$ cat src/rtl/debug_sequencer_pkg.sv
// Shared debug definitions: FSM state encoding, command bytes and small helpers.
package debug_sequencer_pkg;

    localparam int unsigned DATA_W = 32;
    localparam int unsigned BYTE_W = 8;

    localparam logic [BYTE_W-1:0] CMD_CONT_DEF = 8'h63;
    localparam logic [BYTE_W-1:0] CMD_STEP_DEF = 8'h73;
    localparam logic [BYTE_W-1:0] CMD_NEXT_DEF = 8'h6E;
    localparam logic [BYTE_W-1:0] CMD_EXIT_DEF = 8'h65;

    typedef enum logic [2:0] {
        ST_IDLE      = 3'd0,
        ST_CONT      = 3'd1,
        ST_STEP_WAIT = 3'd2,
        ST_STEP_RUN  = 3'd3,
        ST_SEND_LOAD = 3'd4,
        ST_SEND_WAIT = 3'd5,
        ST_DONE      = 3'd6
    } dbg_state_e;

    // Mode indicator bundle, exactly one bit high at any time
    typedef struct packed {
        logic idle;
        logic step;
        logic send;
        logic cont;
    } led_t;

    // Register index width; a single-word dump still gets a one-bit address
    function automatic int unsigned addr_width(input int unsigned n);
        return (n > 1) ? $clog2(n) : 1;
    endfunction

    // Byte lane sent for a given byte position within a word, MSB first
    function automatic logic [1:0] lane_of(input logic [1:0] byte_cnt);
        return 2'(2'd3 - byte_cnt);
    endfunction

endpackage

$ cat src/rtl/debug_sequencer_if.sv
// UART / pipeline / register-file signals seen by the debug sequencer.
interface debug_sequencer_if
    import debug_sequencer_pkg::*;
#(
    parameter int unsigned AW = 5
);
    logic [BYTE_W-1:0] rxData;
    logic              rxDone;
    logic              haltIn;
    logic [DATA_W-1:0] regData;
    logic              txDone;
    logic              pipeEnable;
    logic [AW-1:0]     regAddr;
    logic [BYTE_W-1:0] txData;
    logic              txStart;
    logic              ledIdle;
    logic              ledStep;
    logic              ledSend;
    logic              ledCont;
    logic [BYTE_W-1:0] sendCounter;
    logic              sentFlag;

    // Environment side: UART, pipeline and register file
    modport master (
        output rxData, rxDone, haltIn, regData, txDone,
        input  pipeEnable, regAddr, txData, txStart,
        input  ledIdle, ledStep, ledSend, ledCont, sendCounter, sentFlag
    );

    // Sequencer side
    modport slave (
        input  rxData, rxDone, haltIn, regData, txDone,
        output pipeEnable, regAddr, txData, txStart,
        output ledIdle, ledStep, ledSend, ledCont, sendCounter, sentFlag
    );

endinterface

$ cat src/rtl/debug_dump_engine.sv
// Serialises NUM_WORDS 32-bit registers to the UART, MSB byte first.
module debug_dump_engine
    import debug_sequencer_pkg::*;
#(
    parameter int unsigned NUM_WORDS = 32,
    parameter int unsigned AW        = 5
) (
    input  logic              clock,
    input  logic              resetGral,
    input  logic              load,
    input  logic              waiting,
    input  logic              clear,
    input  logic              tx_done,
    input  logic [DATA_W-1:0] reg_data,
    output logic [AW-1:0]     reg_addr_c,
    output logic [BYTE_W-1:0] tx_data,
    output logic              tx_start,
    output logic [BYTE_W-1:0] send_counter,
    output logic              byte_ack_c,
    output logic              done_c
);

    logic [AW-1:0]     word_idx;
    logic [1:0]        byte_cnt;
    logic [BYTE_W-1:0] lane_byte_c;
    logic              last_word_c;

    // Byte selection, completion detection and address exposure
    always_comb begin
        lane_byte_c = BYTE_W'(reg_data >> {lane_of(byte_cnt), 3'b000});
        last_word_c = (word_idx == AW'(NUM_WORDS - 1));
        byte_ack_c  = waiting & tx_done;
        done_c      = byte_ack_c & last_word_c & (byte_cnt == 2'd3);
        reg_addr_c  = (load | waiting) ? word_idx : '0;
    end

    // Byte latch, start pulse, indices and cumulative byte count
    always_ff @(posedge clock or negedge resetGral) begin
        if (!resetGral) begin
            word_idx     <= '0;
            byte_cnt     <= '0;
            tx_data      <= '0;
            tx_start     <= 1'b0;
            send_counter <= '0;
        end else begin
            tx_start <= load;
            if (load) begin
                tx_data <= lane_byte_c;
            end
            if (clear) begin
                word_idx <= '0;
                byte_cnt <= '0;
            end else if (byte_ack_c) begin
                byte_cnt <= byte_cnt + 2'd1;
                if (byte_cnt == 2'd3 && !last_word_c) begin
                    word_idx <= word_idx + AW'(1);
                end
            end
            if (byte_ack_c) begin
                send_counter <= send_counter + 8'd1;
            end
        end
    end

endmodule

$ cat src/rtl/debug_sequencer.sv
// Debug run-control: continuous/step execution and register dump over UART.
module debug_sequencer
    import debug_sequencer_pkg::*;
#(
    parameter int unsigned       NUM_WORDS = 32,
    parameter logic [BYTE_W-1:0] CMD_CONT  = CMD_CONT_DEF,
    parameter logic [BYTE_W-1:0] CMD_STEP  = CMD_STEP_DEF,
    parameter logic [BYTE_W-1:0] CMD_NEXT  = CMD_NEXT_DEF,
    parameter logic [BYTE_W-1:0] CMD_EXIT  = CMD_EXIT_DEF
) (
    input  logic             clock,
    input  logic             resetGral,
    debug_sequencer_if.slave bus
);

    localparam int unsigned AW = addr_width(NUM_WORDS);

    dbg_state_e        state;
    dbg_state_e        next_state;
    logic              from_cont;
    logic              next_from_cont;
    logic              pipe_en;
    led_t              leds;
    logic              send_load;
    logic              send_wait;
    logic              dump_clear;
    logic              byte_ack;
    logic              dump_last;
    logic [AW-1:0]     reg_addr;
    logic [BYTE_W-1:0] tx_data;
    logic              tx_start;
    logic [BYTE_W-1:0] send_counter;

    // State and dump-origin registers
    always_ff @(posedge clock or negedge resetGral) begin
        if (!resetGral) begin
            state     <= ST_IDLE;
            from_cont <= 1'b0;
        end else begin
            state     <= next_state;
            from_cont <= next_from_cont;
        end
    end

    // Next-state: command decode, halt detection and dump sequencing
    always_comb begin
        next_state     = state;
        next_from_cont = from_cont;
        unique case (state)
            ST_IDLE: begin
                if (bus.rxDone) begin
                    if (bus.rxData == CMD_CONT) begin
                        next_state = ST_CONT;
                    end else if (bus.rxData == CMD_STEP) begin
                        next_state = ST_STEP_WAIT;
                    end
                end
            end
            ST_CONT: begin
                if (bus.haltIn) begin
                    next_state     = ST_SEND_LOAD;
                    next_from_cont = 1'b1;
                end
            end
            ST_STEP_WAIT: begin
                if (bus.rxDone) begin
                    if (bus.rxData == CMD_NEXT) begin
                        next_state = ST_STEP_RUN;
                    end else if (bus.rxData == CMD_EXIT) begin
                        next_state = ST_IDLE;
                    end
                end
            end
            ST_STEP_RUN: begin
                next_state     = ST_SEND_LOAD;
                next_from_cont = 1'b0;
            end
            ST_SEND_LOAD: begin
                next_state = ST_SEND_WAIT;
            end
            ST_SEND_WAIT: begin
                if (dump_last) begin
                    next_state = ST_DONE;
                end else if (byte_ack) begin
                    next_state = ST_SEND_LOAD;
                end
            end
            ST_DONE: begin
                next_state     = (from_cont || bus.haltIn) ? ST_IDLE : ST_STEP_WAIT;
                next_from_cont = 1'b0;
            end
            default: begin
                next_state     = ST_IDLE;
                next_from_cont = 1'b0;
            end
        endcase
    end

    // Outputs: pipeline enable, mode LEDs and dump-engine controls
    always_comb begin
        pipe_en    = 1'b0;
        leds       = '0;
        send_load  = 1'b0;
        send_wait  = 1'b0;
        dump_clear = 1'b0;
        unique case (state)
            ST_IDLE: begin
                leds.idle = 1'b1;
            end
            ST_CONT: begin
                leds.cont = 1'b1;
                pipe_en   = !bus.haltIn;
            end
            ST_STEP_WAIT: begin
                leds.step = 1'b1;
            end
            ST_STEP_RUN: begin
                leds.step = 1'b1;
                pipe_en   = 1'b1;
            end
            ST_SEND_LOAD: begin
                leds.send = 1'b1;
                send_load = 1'b1;
            end
            ST_SEND_WAIT: begin
                leds.send = 1'b1;
                send_wait = 1'b1;
            end
            ST_DONE: begin
                leds.send  = 1'b1;
                dump_clear = 1'b1;
            end
            default: begin
                leds.idle = 1'b1;
            end
        endcase
    end

    debug_dump_engine #(
        .NUM_WORDS (NUM_WORDS),
        .AW        (AW)
    ) u_dump (
        .clock        (clock),
        .resetGral    (resetGral),
        .load         (send_load),
        .waiting      (send_wait),
        .clear        (dump_clear),
        .tx_done      (bus.txDone),
        .reg_data     (bus.regData),
        .reg_addr_c   (reg_addr),
        .tx_data      (tx_data),
        .tx_start     (tx_start),
        .send_counter (send_counter),
        .byte_ack_c   (byte_ack),
        .done_c       (dump_last)
    );

    assign bus.pipeEnable  = pipe_en;
    assign bus.regAddr     = reg_addr;
    assign bus.txData      = tx_data;
    assign bus.txStart     = tx_start;
    assign bus.ledIdle     = leds.idle;
    assign bus.ledStep     = leds.step;
    assign bus.ledSend     = leds.send;
    assign bus.ledCont     = leds.cont;
    assign bus.sendCounter = send_counter;
    assign bus.sentFlag    = dump_clear;

endmodule

$ cat src/flat_wrapper.sv
// flat-port wrapper written by rule: the top's interface ports become plain ports
module debug_sequencer_flat import debug_sequencer_pkg::*;
#(
    parameter int unsigned       NUM_WORDS = 32,
    parameter logic [BYTE_W-1:0] CMD_CONT  = CMD_CONT_DEF,
    parameter logic [BYTE_W-1:0] CMD_STEP  = CMD_STEP_DEF,
    parameter logic [BYTE_W-1:0] CMD_NEXT  = CMD_NEXT_DEF,
    parameter logic [BYTE_W-1:0] CMD_EXIT  = CMD_EXIT_DEF
)
  (clock, resetGral, bus_rxData, bus_rxDone, bus_haltIn, bus_regData, bus_txDone, bus_pipeEnable, bus_regAddr, bus_txData, bus_txStart, bus_ledIdle, bus_ledStep, bus_ledSend, bus_ledCont, bus_sendCounter, bus_sentFlag);
  debug_sequencer_if #(.AW((5))) bus_i ();
  input  logic clock;
  input  logic resetGral;
  input wire logic [$bits(bus_i.rxData)-1:0] bus_rxData;
  input wire logic [$bits(bus_i.rxDone)-1:0] bus_rxDone;
  input wire logic [$bits(bus_i.haltIn)-1:0] bus_haltIn;
  input wire logic [$bits(bus_i.regData)-1:0] bus_regData;
  input wire logic [$bits(bus_i.txDone)-1:0] bus_txDone;
  output wire logic [$bits(bus_i.pipeEnable)-1:0] bus_pipeEnable;
  output wire logic [$bits(bus_i.regAddr)-1:0] bus_regAddr;
  output wire logic [$bits(bus_i.txData)-1:0] bus_txData;
  output wire logic [$bits(bus_i.txStart)-1:0] bus_txStart;
  output wire logic [$bits(bus_i.ledIdle)-1:0] bus_ledIdle;
  output wire logic [$bits(bus_i.ledStep)-1:0] bus_ledStep;
  output wire logic [$bits(bus_i.ledSend)-1:0] bus_ledSend;
  output wire logic [$bits(bus_i.ledCont)-1:0] bus_ledCont;
  output wire logic [$bits(bus_i.sendCounter)-1:0] bus_sendCounter;
  output wire logic [$bits(bus_i.sentFlag)-1:0] bus_sentFlag;
  assign bus_i.rxData = bus_rxData;
  assign bus_i.rxDone = bus_rxDone;
  assign bus_i.haltIn = bus_haltIn;
  assign bus_i.regData = bus_regData;
  assign bus_i.txDone = bus_txDone;
  assign bus_pipeEnable = bus_i.pipeEnable;
  assign bus_regAddr = bus_i.regAddr;
  assign bus_txData = bus_i.txData;
  assign bus_txStart = bus_i.txStart;
  assign bus_ledIdle = bus_i.ledIdle;
  assign bus_ledStep = bus_i.ledStep;
  assign bus_ledSend = bus_i.ledSend;
  assign bus_ledCont = bus_i.ledCont;
  assign bus_sendCounter = bus_i.sendCounter;
  assign bus_sentFlag = bus_i.sentFlag;
  debug_sequencer #(.NUM_WORDS(NUM_WORDS), .CMD_CONT(CMD_CONT), .CMD_STEP(CMD_STEP), .CMD_NEXT(CMD_NEXT), .CMD_EXIT(CMD_EXIT)) u_core (.clock(clock), .resetGral(resetGral), .bus(bus_i));
endmodule
$ cat config.mk
export PLATFORM = sky130hd
export DESIGN_NAME = debug_sequencer_flat
export DESIGN_NICKNAME = d
export VERILOG_FILES = /design/src/rtl/debug_sequencer_pkg.sv /design/src/rtl/debug_sequencer_if.sv /design/src/rtl/debug_dump_engine.sv /design/src/rtl/debug_sequencer.sv /design/src/flat_wrapper.sv
export SDC_FILE = /design/constraint.sdc
export NUM_CORES = 1
export LEC_CHECK = 0
export CAP_MARGIN = 20
export CORE_ASPECT_RATIO = 1.5
export CORE_MARGIN = 2
export CORE_UTILIZATION = 31
export CTS_BUF_LIST = sky130_fd_sc_hd__clkbuf_4 sky130_fd_sc_hd__clkbuf_8 sky130_fd_sc_hd__clkbuf_16
export DETAILED_ROUTE_END_ITERATION = 12
export MAX_ROUTING_LAYER = met4
export SETUP_SLACK_MARGIN = 0.4
export SYNTH_ARGS = -nofsm -noshare
export SYNTH_HDL_FRONTEND = slang
export SYNTH_HIERARCHICAL = 1
export SYNTH_SLANG_ARGS = --single-unit
export TNS_END_PERCENT = 100
$ cat constraint.sdc
create_clock -name clock -period 6.5 [get_ports clock]
set_input_delay 1.95 -clock clock [delete_from_list [all_inputs] [get_ports clock]]
set_output_delay 1.95 -clock clock [all_outputs]
set_load 0.02 [all_outputs]
Word-level counts from Yosys, hierarchy flattened

Index checks and enable logic that the tools add are counted.

Output and inout port bits: 28
Input bits: 45
Flip-flop bits (word level): 28

Shift-type cells: 1
$add $sub $neg: 4
Bitwise logic cells: 5
Equality and inequality tests: 18
Muxes and demuxes: 27
Reductions and logical operators: 14

Operator list:

| cell                  | number |
|---|---|
| $eq A8 B7 Y1 const B  | 4 |
| $shr A32 B5 Y8        | 1 |
| $mux W3               | 9 |
| $pmux W3 S7           | 1 |
| $mux W5               | 4 |
| $eq A3 B3 Y1 const B  | 3 |
| $ne A3 B1 Y1 const B  | 3 |
| $add A8 B1 Y8 const B | 1 |
| $mux W1               | 8 |
| $eq A3 B2 Y1 const B  | 2 |
| $mux W2               | 3 |
| $ne A2 B2 Y1 const B  | 3 |
| $reduce_and A6 Y1     | 1 |
| $reduce_or A6 Y1      | 1 |
| $add A5 B1 Y5 const B | 1 |
| $eq A5 B5 Y1 const B  | 1 |
| $pmux W1 S2           | 2 |
| $reduce_and A2 Y1     | 2 |
| $reduce_bool A2 Y1    | 2 |
| $reduce_or A4 Y1      | 1 |
| $and A1 B1 Y1         | 3 |
| $eq A3 B1 Y1 const B  | 1 |
| $logic_not A3 Y1      | 1 |
| $reduce_or A3 Y1      | 1 |
| other kinds (9)       | 10 |

Depth between registers and ports, before layout

Depth after elaboration: 7
Depth in mapped cells: 11
Mapped depth without buffers: 9

By module

The synthesis kept the hierarchy.

By module, submodules not included:

| module            | area an instance (sq um) | instances | sequential area each (sq um) | cells each |
|---|---|---|---|---|
| debug_dump_engine | 1270.0                   | 1         | 600.6                        | 92 |
| debug_sequencer   | 467.9                    | 1         | 100.1                        | 58 |

Least setup slack after synthesis

OpenSTA, ideal clock, no wires.

Path kind: input -> output
Start: input port bus_haltIn
End: output port bus_pipeEnable
Arrival time: 2309 ps
Data required time: 4550 ps
Path buffers: 0
Stages on the path: 1
Setup slack: 2241 ps
Cell sequence: a21oi_1

Cells in the longest elaborated chain, start to end: 2

RTL lines:

| element          | RTL line               | source |
|---|---|---|
| from (decl)      | flat_wrapper.sv:16     | `input wire logic [$bits(bus_i.haltIn)-1:0] bus_haltIn;` |
| $logic_not A1 Y1 | debug_sequencer.sv:112 | `pipe_en = !bus.haltIn;` |
| $pmux W1 S2      | debug_sequencer.sv:106 | `unique case (state)` |
| to (decl)        | flat_wrapper.sv:19     | `output wire logic [$bits(bus_i.pipeEnable)-1:0] bus_pipeEnable;` |

Every way passes these cells.

Worst setup path after layout

Same ends and word-level chain as after synthesis.

==> metrics.sh <==
GRT_REMAINING_OVERFLOW=0
CLK_PATH_BUF_DEPTH=2
FINAL_LAYOUT_SIZE_SUFFIX_GT1_SHARE_PCT=14.0
END_KIND='output port'
FINAL-HOLD-VIOLATION-COUNT=0
FINCLKSKEW_NS=0.00289
SETUP_SLACK_NS=1.35
ANTENNA_FOUND_INITIAL=0
CRITPATHMOSTFREQUENTCELL='sky130_fd_sc_hd__clkdlybuf4s50_1'
ANTENNA_CELLS=0
SYNTHADDERAREAFRAC_PCT=5.04
FINALWIRELENGTH_UM=3970
COUNT_OF_NETS_LEFT_WITH_ANTENNA_VIOLATIONS_AFTER_DETAIL_ROUTING=0
DRC_MARKER_COUNT_FROM_THE_FIRST_DETAILED_ROUTE_ITERATION=21
CRITICALPATHCATEGORY='in -> out'
FINALSETUPVIOLATIONS=0
POST_DRT_WL_PER_CELL_UM=13.6
DOMINANTREGCELLSYNTH='sky130_fd_sc_hd__dfrtp_1'
IO-PIN-COUNT=73
CP_DATA_REQUIRED_TIME_NS=4.55
FIN_WORST_HOLD_SLACK_NS=0.481
FIRST_PASS_DETAILED_ROUTE_ITERATION_TOTAL=4
AVGVIACOUNTPERCELL=4.88
SYN_AREA_SQ_MM=0.00174
SYNTH_CELL_TYPE_COUNT=40
MAPPEDNETLISTNETS=202
MAX-CAP-VIOLATIONS=0
FLOORPLAN.DIE_AREA_SQ_MM=0.00623
LAYOUT.FILLER_CELLS=543
ROUTABILITY_CONGESTION_ESTIMATE=0.805
SYNTHARSTFLOPSHARE_PCT=100
NUMPLACEDINSTANCES=288
DETAILEDPLACEMENTHPWL_UM=3060
CORE_AREA_SQ_MM=0.00545
POWER-PER-CELL-AREA_mW_PER_MM2=373
PLACE_WS_NS=1.34
NNETSFINAL=275
NUMCTSBUFFERS=3
WORST_PIN_SLEW_NS=0.608
CHIPHEIGHT_UM=95.7
CTS-HOLD-FIX-BUFFERS=0
SYNTH-XOR-AREA-SHARE_PCT=4.54
GRT_USAGE_PCT=13.5
RSZ_0062_RAISED_AFTER_GLOBAL_ROUTING='false'
PATH_CELLS='clkdlybuf4s50_1 -> a21oi_1 -> clkdlybuf4s50_1'
SYNTH_TOP_FAMILY_BY_AREA='multiplexers'
TIMING.CRITICAL_PATH.SLOWEST_CELL_DELAY_NS=0.61
GRT_PASS1_VIAS=1412
AREA_GROWTH_SYN_TO_LAYOUT_PCT=48.8
FIN_SETUP_TNS_NS=0
CLK_TRANSITION_REPORTED_PATHS_NS=0.09
CTS_RESIZED=0
FIN_CRIT_NS=5.15
CLOCK_SINKS=28
PORT_BUFFERS=72
MUXSHAREOFSYNTHAREA_PCT=20.9
SYNTHESIZED_AREA_PER_CELL_SQ_UM=11.6
POST-ROUTE-DRC-COUNT=0
TOTAL_LEAKAGE_POWER_nW=1.08
CP-START-KIND='input pin'
GRT_MAX_DEGREE=29
SYNTH_COMPOUND_AREA_SHARE_PCT=7.20
SYNTH-EDFF-COUNT=0
MAX-VDD-IR-DROP_mV=0.205
FINALMAXSLEWVIOLATIONS=0
CPMAXSTAGEDELAYCELL='sky130_fd_sc_hd__clkdlybuf4s50_1'
CRITICAL_PATH_DATA_ARRIVAL_TIME_NS=3.20
SYN_INST=150
CTS.REPAIR_TIMING.SETUP_BUFFER_COUNT=0
CTS_TREE='yes'
CRIT_FANOUT=5
CLOCK_TREE.HTREE_LEVEL_COUNT=1
FMAX_MHz=194
GRT_PASS1_WL_UM=6340
SYNTHSIMPLEGATEAREAFRAC_PCT=19.2
WARNINGS_SYNTHESIS=6
ROWS=33
CTSROOTBUFFERMASTER='sky130_fd_sc_hd__clkbuf_8'
FINISH.UTILIZATION_PCT=47.5
STATUS='complete, no violations'
POSTSYNTHREGISTERBITS=28
SEQUENTIAL_ELEMENT_SHARE_OF_THE_SYNTHESIZED_AREA_PCT=40.3
INSTANCES_NO_FILL=292
TIMING.HOLD.WORST.CLASS='reg -> reg'
ROUTE.VIAS.TOTAL=1425
TOTAL_NON_FILLER_CELL_AREA_IN_THE_FINISHED_LAYOUT_SQ_MM=0.00259
PERIOD_SHARE_PCT=79.2
DIE_WIDTH_UM=65.1
FLOORPLAN.INITIALDENSITY_PCT=31.9
WORST_SKEW_PAIR.LATE_LATENCY_NS=0.27
P_TOTAL_uW=964
MAX_SLEW_MARGIN_PCT=59.5
DETAILED_PLACE.AREA_SQ_MM=0.00253
==> logic make-up after synthesis <==
group | count (synthesis)
and+or+nand+nor | 55
xor gates and xnor gates | 9
adders and majority gates | 7
muxes | 22
buffers and inverters | 10
AOI/OAI and AO/OA | 19
DFF | 28
==> final timing paths <==
path | start | endpoint | slack [ns] | cells past startpoint
max in group asynchronous | resetGral | u_core/u_dump/send_counter[5] | 4.19 | 2
worst max register to register | u_core/state[2] | u_core/state[1] | 3.49 | 9
worst max-delay path | bus_haltIn | bus_pipeEnable | 1.35 | 3
worst min register to register | u_core/u_dump/send_counter[7] | u_core/u_dump/send_counter[7] | 0.48 | 1
worst min-delay path | u_core/u_dump/send_counter[7] | u_core/u_dump/send_counter[7] | 0.48 | 1
min in group asynchronous | resetGral | u_core/u_dump/word_idx[1] | 2.04 | 2
==> critical path, delay by kind of cell <==
| kind | cells | cell delay (ns) |
|---|---|---|
| AOI/OAI and AO/OA | 1 | 0.16 |
| buffers and inverters | 2 | 1.08 |
==> layer usage <==
| layer | vias up | wire [um] | share of wire, % | GRT usage [%] |
|---|---|---|---|---|
| met2 | 46 | 2050 | 52 | 23.2 |
| met4 | 0 | 25 | 0.63 | 4.17 |
| li1 | 696 | - | - | - |
| met5 | - | 0 | 0 | - |
| met3 | 2 | 226 | 5.7 | 2.34 |
| met1 | 681 | 1660 | 42 | 16.3 |
==> where the power goes <==
part           total [mW]  switching (mW)  internal, mW
Combinational       0.525           0.220         0.305
Sequential          0.332          0.0877         0.244
Clock               0.108          0.0533        0.0542
Total               0.964           0.361         0.603
==> cell usage after synthesis, types with 2 or more instances <==
cell	number	area share [%]
sky130_fd_sc_hd__nor2b_1	6	2.2
sky130_fd_sc_hd__nor2_1	12	2.6
sky130_fd_sc_hd__o21ai_1	2	0.58
sky130_fd_sc_hd__dfrtp_1	28	40
sky130_fd_sc_hd__nand2_1	8	1.7
sky130_fd_sc_hd__nand4_1	4	1.4
sky130_fd_sc_hd__and3_1	4	1.4
sky130_fd_sc_hd__a21oi_1	7	2.0
sky130_fd_sc_hd__ha_1	7	5.0
sky130_fd_sc_hd__or3_1	3	1.1
sky130_fd_sc_hd__xor2_1	2	1.0
sky130_fd_sc_hd__buf_2	4	1.2
sky130_fd_sc_hd__mux2i_1	4	2.3
sky130_fd_sc_hd__nor3_1	6	1.7
sky130_fd_sc_hd__mux2_4	8	6.9
sky130_fd_sc_hd__o21ai_0	4	1.2
sky130_fd_sc_hd__xnor2_1	7	3.5
sky130_fd_sc_hd__mux4_2	8	10
sky130_fd_sc_hd__a41o_1	2	1.2
sky130_fd_sc_hd__inv_1	4	0.86
==> final cells by class <==
cell class | count | area, sq um | area share (%)
Multi-Input combinational cell | 112 | 992 | 38.4
Timing Repair Buffer | 74 | 736 | 28.4
Sequential cell | 28 | 701 | 27.1
Tap cell | 70 | 87.6 | 3.39
Clock buffer | 4 | 55.1 | 2.13
Inverter | 4 | 15.0 | 0.581
==> layout by cell type, fill, tap and decap left out, drive strengths merged, types with 7 or more instances in the layout <==
master / instances
mux4: 8
nor2: 12
a21oi: 7
xnor2: 7
mux2: 10
clkdlybuf4s50: 72
ha: 7
dfrtp: 28
nand2: 8
==> flip-flops by register name, summed over array words and instances, names as in the netlist <==
name and flops:
u_core/u_dump/send_counter 8, u_core/u_dump/word_idx 5, u_core/u_dump/tx_data 8, u_core/u_dump/tx_start 1, u_core/state 3, u_core/u_dump/byte_cnt 2
u_core/from_cont 1
Power figures use the tool's default switching activity.
